===== src/rtl/div_seq_pkg.sv =====
// -----------------------------------------------------------------------------
// div_seq_pkg
// Shared definitions for the sequential divider: FSM state encodings,
// handshake level names, the zero word and the operand absolute-value helper.
// -----------------------------------------------------------------------------
package div_seq_pkg;

  // Divider FSM states
  typedef enum logic [1:0] {
    DivFree   = 2'b00,
    DivByZero = 2'b01,
    DivOn     = 2'b10,
    DivEnd    = 2'b11
  } div_state_e;

  localparam logic        DivStart          = 1'b1;
  localparam logic        DivStop           = 1'b0;
  localparam logic        DivResultReady    = 1'b1;
  localparam logic        DivResultNotReady = 1'b0;
  localparam logic [31:0] ZeroWord          = 32'h0000_0000;

  // Magnitude of an operand. A signed 0x80000000 maps onto itself, which is
  // exactly its magnitude when the result is read as unsigned.
  function automatic logic [31:0] abs32(input logic [31:0] v, input logic is_signed);
    logic [31:0] r;
    if (is_signed && v[31]) begin
      r = ~v + 32'd1;
    end else begin
      r = v;
    end
    return r;
  endfunction

endpackage


===== src/rtl/div_step.sv =====
// -----------------------------------------------------------------------------
// div_step
// One restoring-division step: shifts the next dividend bit into the partial
// remainder, tries a 33-bit subtraction of the divisor and keeps the difference
// only when it is non-negative.
//
// Ports:
//   rem_i      partial remainder before the step
//   dvd_msb_i  dividend bit shifted in this step
//   dvs_i      divisor magnitude
//   rem_o      partial remainder after the step
//   qbit_o     quotient bit produced by the step
// -----------------------------------------------------------------------------
module div_step
  import div_seq_pkg::*;
(
  input  logic [31:0] rem_i,
  input  logic        dvd_msb_i,
  input  logic [31:0] dvs_i,
  output logic [31:0] rem_o,
  output logic        qbit_o
);

  logic [32:0] shifted;
  logic [32:0] trial;

  // Trial subtract and restore decision
  always_comb begin
    shifted = {rem_i, dvd_msb_i};
    trial   = shifted - {1'b0, dvs_i};
    if (trial[32] == 1'b0) begin
      rem_o  = trial[31:0];
      qbit_o = 1'b1;
    end else begin
      rem_o  = shifted[31:0];
      qbit_o = 1'b0;
    end
  end

endmodule


===== src/rtl/div_seq.sv =====
// -----------------------------------------------------------------------------
// div_seq
// Multi-cycle 32-bit signed/unsigned divider, one quotient bit per cycle.
// Operands are captured on start_i, 32 restoring iterations run on the
// magnitudes, the sign correction is folded into the last iteration and the
// result {remainder, quotient} is held with ready_o until start_i is dropped.
//
// Ports:
//   clk           clock, rising edge
//   resetn        asynchronous active-low reset
//   signed_div_i  1 = signed divide, 0 = unsigned (sampled with start_i)
//   opdata1_i     dividend (sampled with start_i)
//   opdata2_i     divisor  (sampled with start_i)
//   start_i       request, held high by the initiator until ready_o
//   annul_i       abort the operation in flight
//   result_o      {remainder[63:32], quotient[31:0]}, valid while ready_o
//   ready_o       result valid, high throughout the END state
//
// Configuration macro: DIV_ZERO_DETECT_EN
//   defined   - a zero divisor skips the iterations and finishes through the
//               DIVZERO state two cycles after sampling with a zero result
//   undefined - a zero divisor runs the normal 32 iterations
// -----------------------------------------------------------------------------
module div_seq
  import div_seq_pkg::*;
(
  input  logic        clk,
  input  logic        resetn,
  input  logic        signed_div_i,
  input  logic [31:0] opdata1_i,
  input  logic [31:0] opdata2_i,
  input  logic        start_i,
  input  logic        annul_i,
  output logic [63:0] result_o,
  output logic        ready_o
);

  div_state_e  state_q,    state_d;
  logic [5:0]  cnt_q,      cnt_d;
  logic        signed_q,   signed_d;
  logic        dvd_neg_q,  dvd_neg_d;
  logic        dvs_neg_q,  dvs_neg_d;
  logic [31:0] dvd_q,      dvd_d;     // dividend shifting out, quotient shifting in
  logic [31:0] dvs_q,      dvs_d;
  logic [31:0] rem_q,      rem_d;
  logic [63:0] result_q,   result_d;
  logic        ready_q,    ready_d;

  logic [31:0] step_rem;
  logic        step_qbit;
  logic [31:0] quo_raw;
  logic [31:0] quo_fix;
  logic [31:0] rem_fix;

  div_step u_step (
    .rem_i     (rem_q),
    .dvd_msb_i (dvd_q[31]),
    .dvs_i     (dvs_q),
    .rem_o     (step_rem),
    .qbit_o    (step_qbit)
  );

  // Sign correction of the values produced by the final iteration
  always_comb begin
    quo_raw = {dvd_q[30:0], step_qbit};
    if (signed_q && (dvd_neg_q ^ dvs_neg_q)) begin
      quo_fix = ~quo_raw + 32'd1;
    end else begin
      quo_fix = quo_raw;
    end
    if (signed_q && dvd_neg_q) begin
      rem_fix = ~step_rem + 32'd1;
    end else begin
      rem_fix = step_rem;
    end
  end

  // Next-state and output logic
  always_comb begin
    state_d   = state_q;
    cnt_d     = cnt_q;
    signed_d  = signed_q;
    dvd_neg_d = dvd_neg_q;
    dvs_neg_d = dvs_neg_q;
    dvd_d     = dvd_q;
    dvs_d     = dvs_q;
    rem_d     = rem_q;
    result_d  = result_q;
    ready_d   = ready_q;

    case (state_q)
      DivFree: begin
        ready_d  = DivResultNotReady;
        result_d = {ZeroWord, ZeroWord};
        if ((start_i == DivStart) && !annul_i) begin
          signed_d  = signed_div_i;
          dvd_neg_d = opdata1_i[31];
          dvs_neg_d = opdata2_i[31];
          dvd_d     = abs32(opdata1_i, signed_div_i);
          dvs_d     = abs32(opdata2_i, signed_div_i);
          rem_d     = ZeroWord;
          cnt_d     = 6'd0;
`ifdef DIV_ZERO_DETECT_EN
          if (opdata2_i == ZeroWord) begin
            state_d = DivByZero;
          end else begin
            state_d = DivOn;
          end
`else
          state_d = DivOn;
`endif
        end else begin
          state_d = DivFree;
        end
      end

      // Zero divisor: two cycles from sampling to END, result forced to 0
      DivByZero: begin
        if (annul_i) begin
          state_d  = DivFree;
          ready_d  = DivResultNotReady;
          result_d = {ZeroWord, ZeroWord};
        end else if (cnt_q == 6'd1) begin
          state_d  = DivEnd;
          ready_d  = DivResultReady;
          result_d = {ZeroWord, ZeroWord};
        end else begin
          cnt_d = cnt_q + 6'd1;
        end
      end

      DivOn: begin
        if (annul_i) begin
          state_d  = DivFree;
          ready_d  = DivResultNotReady;
          result_d = {ZeroWord, ZeroWord};
        end else begin
          rem_d = step_rem;
          dvd_d = quo_raw;
          cnt_d = cnt_q + 6'd1;
          // The 32nd iteration publishes the corrected result directly
          if (cnt_q == 6'd31) begin
            state_d  = DivEnd;
            ready_d  = DivResultReady;
            result_d = {rem_fix, quo_fix};
          end else begin
            state_d = DivOn;
          end
        end
      end

      DivEnd: begin
        if (start_i == DivStop) begin
          state_d  = DivFree;
          ready_d  = DivResultNotReady;
          result_d = {ZeroWord, ZeroWord};
        end else begin
          state_d = DivEnd;
        end
      end

      default: begin
        state_d  = DivFree;
        ready_d  = DivResultNotReady;
        result_d = {ZeroWord, ZeroWord};
      end
    endcase
  end

  // State and datapath registers
  always_ff @(posedge clk or negedge resetn) begin
    if (!resetn) begin
      state_q   <= DivFree;
      cnt_q     <= 6'd0;
      signed_q  <= 1'b0;
      dvd_neg_q <= 1'b0;
      dvs_neg_q <= 1'b0;
      dvd_q     <= 32'd0;
      dvs_q     <= 32'd0;
      rem_q     <= 32'd0;
      result_q  <= 64'd0;
      ready_q   <= 1'b0;
    end else begin
      state_q   <= state_d;
      cnt_q     <= cnt_d;
      signed_q  <= signed_d;
      dvd_neg_q <= dvd_neg_d;
      dvs_neg_q <= dvs_neg_d;
      dvd_q     <= dvd_d;
      dvs_q     <= dvs_d;
      rem_q     <= rem_d;
      result_q  <= result_d;
      ready_q   <= ready_d;
    end
  end

  assign result_o = result_q;
  assign ready_o  = ready_q;

endmodule


===== config.mk =====
export PLATFORM = sky130hd
export DESIGN_NAME = div_seq
export DESIGN_NICKNAME = d
export VERILOG_FILES = /design/src/rtl/div_seq_pkg.sv /design/src/rtl/div_step.sv /design/src/rtl/div_seq.sv
export SDC_FILE = /design/constraint.sdc
export NUM_CORES = 1
export LEC_CHECK = 0
export CAP_MARGIN = 20
export CORE_MARGIN = 3
export CORE_UTILIZATION = 40
export DETAILED_ROUTE_END_ITERATION = 12
export PLACE_DENSITY = 0.65
export REMOVE_ABC_BUFFERS = 1
export SETUP_SLACK_MARGIN = 0.05
export SYNTH_ARGS = -nofsm -noshare
export SYNTH_HDL_FRONTEND = slang
export SYNTH_SLANG_ARGS = --single-unit
export TNS_END_PERCENT = 10

===== constraint.sdc =====
create_clock -name clk -period 7 [get_ports clk]
set_input_delay 1.4 -clock clk [delete_from_list [all_inputs] [get_ports clk]]
set_output_delay 1.4 -clock clk [all_outputs]
set_load 0.01 [all_outputs]

* After elaboration in Yosys (flattened, before gate mapping)
Cells that the tools add are included.
** Storage, ports and cells
- Logic and storage cells :: 82
- Bits in registers :: 172
- Output and inout bits :: 65
** Operators by class
- Reduce and logical (&&, ||, !) cells :: 13
- Equality and inequality tests :: 12
- Add/subtract/negate cells :: 6
- Muxes and demuxes :: 36
- Bitwise logic cells :: 5
** Operator list (number)
- $mux 64 :: 5
- $mux 32 :: 9
- $pmux 64 s4 :: 1
- $add 32x1->32 const B :: 4
- $not 32->32 :: 4
- $pmux 32 s2 :: 2
- $sub 33x32->33 :: 1
- $mux 6 :: 4
- $pmux 6 s3 :: 1
- $mux 2 :: 5
- $ne 2x2->1 const B :: 5
- $pmux 2 s4 :: 1
- $mux 1 :: 7
- $add 6x1->6 const B :: 1
- $eq 6x1->1 const B :: 1
- $eq 6x5->1 const B :: 1
- $ne 3x3->1 const B :: 2
- $reduce_and 3->1 :: 2
- $logic_and 1x1->1 :: 5
- $reduce_and 5->1 :: 1
- $eq 2x2->1 const B :: 2
- $pmux 1 s4 :: 1
- $reduce_bool 3->1 :: 1
- $eq 2x1->1 const B :: 1
- 5 further kinds :: 5

* Logic depth before layout (Yosys ltp)
Gate-level depths: netlist of the first run.
- Depth after elaboration :: 8
- Depth in mapped cells :: 24

* Cells and area by module
A second synthesis of the first run with hierarchy kept.
** Second synthesis, totals
- Cell total of the unflattened synthesis :: 1391
- Area, all modules :: 12077.8 µm²
** By module, submodules not included
- div_seq :: cells an instance 1086, area an instance 9719.3 µm², times used 1
- div_step :: cells an instance 305, area an instance 2358.5 µm², times used 1

* Least setup slack after synthesis of the first run
No wires, ideal clock.
- Path kind :: register to register
- Start point :: register dvd_q[31]
- End point :: register result_q[58], in the netlist result_o[58]
- Required time :: 6.924 ns
- Setup slack :: 2.059 ns
- Cell stages (with the launch flop) :: 24
- Arrival :: 4.865 ns
- Path buffers :: 3
- Cell sequence :: dfrtp_1 -> inv_1 -> ha_1 -> fa_1 -> nand2b_1 -> a211oi_2 -> o211ai_1 -> a21oi_1 -> o21a_2 -> nor2_8 -> inv_4 -> buf_4 -> buf_2 -> buf_1 -> nor2_1 -> a21oi_1 -> ha_1 -> nor4bb_1 -> a21boi_0 -> a31oi_1 -> nor4bb_1 -> a31oi_1 -> xor2_1 -> o21ai_1
** On the way
- Word-level cells in the longest chain between the ends :: 8
** RTL lines
- from (decl) :: line div_seq.sv:43 : logic [31:0] dvd_q, dvd_d;
- from (signal assigned) :: line div_seq.sv:189 : dvd_q <= dvd_d;
- $sub 33x32->33 :: line div_step.sv:30 : trial = shifted - {1'b0, dvs_i};
- $mux 32 * :: line div_step.sv:31 : if (trial[32] == 1'b0) begin
- $not 32->32 :: line div_seq.sv:72 : rem_fix = ~step_rem + 32'd1;
- $add 32x1->32 :: line div_seq.sv:72
- $mux 32 * :: line div_seq.sv:71 : if (signed_q && dvd_neg_q) begin
- $mux 64 * :: line div_seq.sv:142 : if (cnt_q == 6'd31) begin
- $mux 64 * :: line div_seq.sv:133 : if (annul_i) begin
- $pmux 64 s4 * :: line div_seq.sv:91 : case (state_q)
- to (signal assigned) :: line div_seq.sv:192 : result_q <= result_d;
- to (decl) :: line div_seq.sv:46 : logic [63:0] result_q, result_d;
Mark *: on every way between the ends. The rest lies on a longest branch, timed or not. The select of a mux whose other input is x is not followed.
A chain may end at the register's enable or synchronous reset.

* Final worst setup path of the first run
- Start point :: register dvd_q[31]
- End point :: register result_q[60], in the netlist result_o[60]
Same word-level chain as after synthesis.

==> flow_summary_export.csv, run 1 <==
group,metric,value,unit
sta,rsz_0062_raised_after_global_routing,"false",
logic_synthesis,synth.lib_cells_used.distinct,75,
logic_synthesis,yosys.area_share.simple,20.7,%
worst_setup_path,cp-end-kind,"register",
detailed_routing,routed_wirelength,35.3,mm
power,power_per_cell_area,211,nW/um^2
logic_synthesis,synth_warnings,0,
floorplanning,floorplan.die_area,32500,um^2
clock_tree,tritoncts,"done",
sta,portion_of_the_clock_cycle_consumed_by_the_worst_path_in_the_final_layout,83.9,%
worst_setup_path,r2r_cells,20,
clock_tree,cts_max_path_buffers,2,
min_path,worst_hold_path.endpoint,"dvs_q[23]",
final_layout,antenna_cells,0,
sta,finalHoldViolations,0,
floorplanning,die_height,180,um
logic_synthesis,most_numerous_cell_in_the_yosys_netlist,"sky130_fd_sc_hd__nand2_1",
min_path,min_path_cells,2,
logic_synthesis,synth_compound_gate_area_share,22.9,%
floorplanning,placement_rows,63,
min_path,hold_class,"register to register",
worst_setup_path,end_of_the_worst_register_to_register_path,"result_o[60]",
floorplanning,core_area,29800,um^2
worst_setup_path,slowest_stage,"sky130_fd_sc_hd__nor4bb_1",
power,vdd_ir_drop_max,0.133,mV
global_route,gr-usage-all-layers,21.5,%
worst_setup_path,crit_path_kind,"register to register",
clock_tree,cts.sink_count,172,
detailed_routing,drtAntennaViolNets,0,
worst_setup_path,worst_r2r_startpoint,"dvd_q[31]",
worst_setup_path,timing.critical_path.mode_cell,"sky130_fd_sc_hd__a21oi_1",
global_route,pin_count_of_the_biggest_net_entering_global_routing,105,
sta,slew_headroom,33.1,%
logic_synthesis,synth_commonest_cells,"sky130_fd_sc_hd__nand2_1 (246), sky130_fd_sc_hd__o21ai_0 (189), sky130_fd_sc_hd__dfrtp_1 (172)",
final_layout,syn2layout_area_growth,18.4,%
placement,dp_hpwl,26.6,mm
clock_tree,post_cts_resized,0,
worst_setup_path,worstPathMaxFanout,37,
global_route,first_global_vias,10860,
worst_setup_path,cp-start-kind,"register",
clock_tree,cts.hold.buffers_added,0,
clock_tree,ctsRootBufferMaster,"sky130_fd_sc_hd__clkbuf_16",
global_route,grt_overflow,0,
detailed_routing,detailroute.via_count,11288,
logic_synthesis,synthMuxAreaShare,2.19,%
logic_synthesis,syn-cell-area,12200,um^2
detailed_routing,via_per_inst,5.57,
flow_run,max_cap_violations,0,
detailed_routing,detailed_router_s_first_iteration_violation_count,852,
sta,layout_setup_ws,1.13,ns
clock_tree,htree_levels,4,
logic_synthesis,synth_top_area_share,35.4,%
logic_synthesis,synth.largest_area_cell,"sky130_fd_sc_hd__dfrtp_1",
detailed_routing,remaining_drc_errors,0,
logic_synthesis,post_synth_fa_ha_maj_area_fraction,4.59,%
power,static-leakage-power,6.12,nW
floorplanning,io_pins,134,
global_route,wire_length_of_the_first_global_routing_pass,57.5,mm
sta,max_frequency,0.170,GHz
logic_synthesis,synthesis.instances,1540,
detailed_routing,wire_per_inst,17.4,um
worst_setup_path,critPathArrivalTime,6.18,ns
detailed_routing,drt_pre_antenna_iters,5,
logic_synthesis,postSynthRegisterBits,172,
clock_tree,cts.reportedPaths.clkPinSlew,0.08,ns
floorplanning,die_outline_width,180,um
placement,buffer_ports.inserted,133,
floorplanning,starting_density_of_the_core,40.8,%
final_layout,ratio_of_cells_with_drive_above_1_in_the_final_layout,3.91,%
sta,final_period_minus_worst_setup_slack,5.87,ns
logic_synthesis,synth.area.top_cells,"sky130_fd_sc_hd__dfrtp_1 (35%), sky130_fd_sc_hd__o21ai_0 (7.8%), sky130_fd_sc_hd__nand2_1 (7.6%), sky130_fd_sc_hd__a21oi_1 (5.4%), sky130_fd_sc_hd__xnor2_1 (4.9%)",
min_path,hp-start,"dvs_q[23]",
logic_synthesis,postSynthAreaPerCell,7.89,um^2
sta,finalClockSkew,0.0174,ns
logic_synthesis,synth_xor_area_share,9.66,%
placement,routabilityCongestion,0.920,
logic_synthesis,ys.flop_type,"sky130_fd_sc_hd__dfrtp_1",
logic_synthesis,ys_seq_area_share,35.4,%
clock_tree,clkLatencyLatePin,0.44,ns
logic_synthesis,synth_top_family_by_area,"compound AO/OA/AOI/OAI gates",
clock_tree,tritoncts_buffer_count,17,
placement,dpl_worst_slack,1.35,ns
logic_synthesis,synth-edff-count,0,
power,power.total,3.03,mW
worst_setup_path,required,7.31,ns
sta,number_of_max_slew_violations_in_the_final_report,0,
sta,timing.final.setup_violations,0,
sta,tightest_slew,1.00,ns
clock_tree,post-cts-setup-buffer-count,0,
final_layout,nets,1738,
global_route,antenna_found_initial,0,
worst_setup_path,cp_cell_sequence,"inv_1 -> ha_1 -> fa_1 -> nand2b_1 -> a211oi_2 -> o211ai_1 -> a21oi_1 -> nor3_4 -> nor2_8 -> inv_4 -> a21oi_1 -> ha_1 -> nor4bb_1 -> nand2_1 -> a21oi_1 -> a41oi_1 -> nor4_1 -> a21oi_1 -> xnor2_1 -> o21ai_1",
logic_synthesis,async_reset_ff_share,100,%
run_status,status,"finished clean",
worst_setup_path,setup.reg_to_reg.worst_slack,1.13,ns
sta,fin_setup_tns,0,ns
worst_setup_path,slowest_delay,0.64,ns
power by group:
group | switching [mW] | leakage, nW | internal [mW] | total (mW)
Clock | 0.477 | 0.293 | 0.482 | 0.959
Sequential | 0.101 | 2.29 | 1.09 | 1.19
Combinational | 0.536 | 3.54 | 0.343 | 0.879
through the flow:
step,hold WS (ns),cell area (um^2),cells,utilization [%]
finish,0.478,14400,2028,48.3
global route,0.508,14400,2028,48.3
CTS,0.487,14300,2024,48.1
detailed placement,0.470,13700,1992,46.1
global placement,0.466,13700,1992,46.1
floorplan,0.450,11800,1462,-
worst max-delay path by stage:
| stage | slack (ns) | from | depth (start not counted) | end |
|---|---|---|---|---|
| 2_1_floorplan | 1.21 | state_q[0] | 5 | dvd_q[0] |
| 3_3_place_gp | 1.52 | dvd_q[31] | 20 | result_o[60] |
| 5_1_grt | 0.72 | dvd_q[31] | 20 | result_o[60] |
| 6_report | 1.13 | dvd_q[31] | 20 | result_o[60] |
| 3_5_place_dp | 1.35 | dvd_q[31] | 20 | result_o[60] |
| 4_1_cts | 1.32 | dvd_q[31] | 20 | result_o[60] |
critical path: cells and delay by family, from the launching register on:
kind,cells,cell delay (ns)
buffers and inverters,2,0.14
flip-flops,1,0.36
XOR/XNOR,1,0.18
AND/OR/NAND/NOR,6,2.15
adder cells (fa/ha/maj),3,0.96
AO/OA/AOI/OAI,8,1.94
layout make-up:
class | instances | area (um^2)
sequential | 172 | 4300
fill | 2924 | 15400
timing repair buffer | 144 | 1460
inverter | 62 | 235
clock buffer | 17 | 425
clock inverter | 15 | 168
tap | 390 | 488
multi-input combinational | 1228 | 7310
placed cells by master, fill, tap and decap left out, types with 27 or more instances in the layout:
cell type                         instances
sky130_fd_sc_hd__inv_1                   61
sky130_fd_sc_hd__nor3_1                  37
sky130_fd_sc_hd__dfrtp_1                172
sky130_fd_sc_hd__xnor2_1                 68
sky130_fd_sc_hd__nor2_1                 133
sky130_fd_sc_hd__ha_1                    42
sky130_fd_sc_hd__clkdlybuf4s50_1        132
sky130_fd_sc_hd__o21ai_0                188
sky130_fd_sc_hd__a21oi_1                130
sky130_fd_sc_hd__nand2_1                245
sky130_fd_sc_hd__xor2_1                  66
sky130_fd_sc_hd__or3_1                   27
state kept, by name, summed over array words and instances, names as in the netlist, 2 cells and up:
signal,flops
dvs_q,32
result_o,64
dvd_q,32
cnt_q,6
rem_q,32
state_q,2
kinds of logic after synthesis:
kind of cell    Yosys count
compound gates          475
xor+xnor                134
fa+ha+maj                44
buf+inv                 140
flops                   172
mux                      25
simple gates            550
layer usage:
metal / GRT usage [%] / vias to the layer above / part of all wire, %
li1: - / 5594 / -
met1: 29.4 / 5409 / 46
met2: 35.9 / 254 / 48
met3: 3.11 / 31 / 4.0
met4: 5.56 / 0 / 1.7
met5: 0 / - / 0
(Power assumes the default switching activity.)
==> inputs of run 2 (changes only) <==
clock period = 5.9 ns   (was 7 ns; I/O delays follow)
==> flow_summary_export.csv, run 2 (synthesized netlist as in run 1, its figures left out) <==
group,metric,value,unit
global_route,grt_overflow,0,
final_layout,layout.filler_cells,2969,
worst_setup_path,critPathArrivalTime,5.42,ns
final_layout,nets,1743,
sta,final_period_minus_worst_setup_slack,5.12,ns
final_layout,mostFrequentLayoutCells,"sky130_fd_sc_hd__nand2_1 (245), sky130_fd_sc_hd__o21ai_0 (188), sky130_fd_sc_hd__dfrtp_1 (172), sky130_fd_sc_hd__nor2_1 (133), sky130_fd_sc_hd__clkdlybuf4s50_1 (132)",
floorplanning,io_pins,134,
clock_tree,htree_levels,4,
global_route,pin_count_of_the_biggest_net_entering_global_routing,81,
worst_setup_path,required,6.19,ns
floorplanning,floorplan.die_area,32500,um^2
global_route,first_global_vias,10696,
worst_setup_path,r2r_cells,21,
worst_setup_path,cp-end-kind,"register",
sta,tightest_slew,0.998,ns
detailed_routing,drtAntennaViolNets,0,
clock_tree,tritoncts,"done",
final_layout,antenna_cells,0,
clock_tree,post_cts_resized,0,
sta,fin_setup_tns,0,ns
detailed_routing,drt_pre_antenna_iters,5,
detailed_routing,detailroute.via_count,11353,
sta,timing.final.setup_violations,0,
clock_tree,cts.reportedPaths.clkPinSlew,0.07,ns
worst_setup_path,crit_path_kind,"register to register",
detailed_routing,routed_wirelength,35.8,mm
final_layout,largest_register_ffs,64,
worst_setup_path,setup.reg_to_reg.worst_slack,0.78,ns
floorplanning,starting_density_of_the_core,40.8,%
placement,dpl_worst_slack,0.879,ns
sta,slew_headroom,33.5,%
placement,routabilityCongestion,0.939,
final_layout,ratio_of_cells_with_drive_above_1_in_the_final_layout,4.20,%
worst_setup_path,worst_r2r_startpoint,"dvd_q[31]",
floorplanning,die_outline_width,180,um
clock_tree,clkLatencyLatePin,0.44,ns
global_route,gr-usage-all-layers,21.5,%
final_layout,mostFrequentLayoutCell,"sky130_fd_sc_hd__nand2_1",
min_path,min_path_cells,2,
clock_tree,tritoncts_buffer_count,17,
worst_setup_path,end_of_the_worst_register_to_register_path,"result_o[58]",
min_path,hp-start,"result_o[51]",
sta,max_frequency,0.195,GHz
sta,rsz_0062_raised_after_global_routing,"false",
detailed_routing,detailed_router_s_first_iteration_violation_count,902,
worst_setup_path,cp-start-kind,"register",
clock_tree,cts.hold.buffers_added,0,
clock_tree,post-cts-setup-buffer-count,0,
global_route,wire_length_of_the_first_global_routing_pass,57.4,mm
sta,portion_of_the_clock_cycle_consumed_by_the_worst_path_in_the_final_layout,86.9,%
detailed_routing,via_per_inst,5.58,
power,vdd_ir_drop_max,0.148,mV
power,power_per_cell_area,250,nW/um^2
run_status,status,"finished clean",
sta,layout_setup_ws,0.775,ns
global_route,antenna_found_initial,0,
placement,buffer_ports.inserted,133,
worst_setup_path,worstPathMaxFanout,8,
clock_tree,cts_max_path_buffers,2,
placement,dp_hpwl,27.2,mm
floorplanning,die_height,180,um
final_layout,syn2layout_area_growth,18.4,%
clock_tree,cts.sink_count,172,
sta,number_of_max_slew_violations_in_the_final_report,0,
sta,finalClockSkew,0.0191,ns
detailed_routing,wire_per_inst,17.6,um
sta,finalHoldViolations,0,
floorplanning,core_area,29800,um^2
clock_tree,ctsRootBufferMaster,"sky130_fd_sc_hd__clkbuf_16",
min_path,hold_class,"register to register",
power,static-leakage-power,6.13,nW
detailed_routing,remaining_drc_errors,0,
min_path,worst_hold_path.endpoint,"result_o[51]",
floorplanning,placement_rows,63,
flow_run,max_cap_violations,0,
## run 2: cell count changes in the layout (fill, tap and decap cells not counted)
cell	delta
sky130_fd_sc_hd__buf_12	-2
sky130_fd_sc_hd__buf_2	-1
sky130_fd_sc_hd__buf_4	+7
sky130_fd_sc_hd__clkbuf_2	+1
sky130_fd_sc_hd__clkbuf_8	+1
sky130_fd_sc_hd__clkinv_4	-3
sky130_fd_sc_hd__clkinvlp_4	+2
sky130_fd_sc_hd__inv_6	+4
sky130_fd_sc_hd__inv_8	-4
## run 2: worst max-delay path: stages (launching register included)
cell and delay, ns:
sky130_fd_sc_hd__dfrtp_1 0.37, sky130_fd_sc_hd__inv_1 0.06, sky130_fd_sc_hd__ha_1 0.21, sky130_fd_sc_hd__fa_1 0.41, sky130_fd_sc_hd__nand2b_1 0.20, sky130_fd_sc_hd__a211oi_2 0.39, sky130_fd_sc_hd__o211ai_1 0.31, sky130_fd_sc_hd__a21oi_1 0.45
sky130_fd_sc_hd__o21a_2 0.31, sky130_fd_sc_hd__nor2_8 0.07, sky130_fd_sc_hd__inv_4 0.08, sky130_fd_sc_hd__nor2_1 0.04, sky130_fd_sc_hd__a21oi_1 0.20, sky130_fd_sc_hd__ha_1 0.34, sky130_fd_sc_hd__nor4bb_1 0.25, sky130_fd_sc_hd__buf_4 0.18
sky130_fd_sc_hd__a21boi_0 0.17, sky130_fd_sc_hd__a31oi_1 0.10, sky130_fd_sc_hd__nor4bb_1 0.41, sky130_fd_sc_hd__a31oi_1 0.15, sky130_fd_sc_hd__xor2_1 0.21, sky130_fd_sc_hd__o21ai_1 0.08
## run 2: worst max-delay path by stage
stage / startpoint / to
5_1_grt: dvd_q[31] / result_o[60]
3_3_place_gp: dvd_q[31] / result_o[60]
2_1_floorplan: state_q[0] / dvd_q[0]
6_report: dvd_q[31] / result_o[58]
4_1_cts: dvd_q[31] / result_o[58]
3_5_place_dp: dvd_q[31] / result_o[58]
## run 2: cell type report
cell class / instances / area, um^2 / share of cell area (%)
multi-input combinational: 1228 / 7310 / 50.8
clock inverter: 14 / 146 / 1.02
timing repair buffer: 149 / 1470 / 10.2
inverter: 62 / 235 / 1.63
clock buffer: 18 / 439 / 3.05
sequential: 172 / 4300 / 29.9
tap: 390 / 488 / 3.39
## run 2: layer usage
layer  track usage, %  share of wire (%)  vias up
li1                 -                  -     5622
met5                0                  0        -
met1             29.9                 46     5398
met3             3.57                4.9       48
met4             6.54                2.4        0
met2             34.5                 47      285
## run 2: through the flow
step           instance area, um^2  hold slack, ns  util [%]  total power [mW]  std cells
3_3_place_gp                 13800           0.463      46.2              2.47       1998
3_5_place_dp                 13800           0.470      46.3              2.48       1999
6_report                     14400           0.480      48.3              3.60       2033
4_1_cts                      14400           0.488      48.2              3.62       2031
2_1_floorplan                11800           0.450         -              2.10       1462
5_1_grt                      14400           0.502      48.3              3.82       2033
## run 2: report_power, final
part           switching (mW)  internal [mW]
Combinational           0.638          0.407
Sequential              0.122           1.30
Clock                   0.565          0.576
Total                    1.32           2.28
==> inputs of run 3 (changes only) <==
==> constraint.sdc (replaced) <==
create_clock -name clk -period 5.9 [get_ports clk]
set_input_delay 1.18 -clock clk [delete_from_list [all_inputs] [get_ports clk]]
set_output_delay 1.18 -clock clk [all_outputs]
set_load 0.02 [all_outputs]
==> results of run 3 <==
Same layout as run 2 (identical final DEF). Status: finished clean.
Main changes from that run: total power 3.60 mW -> 3.62 mW
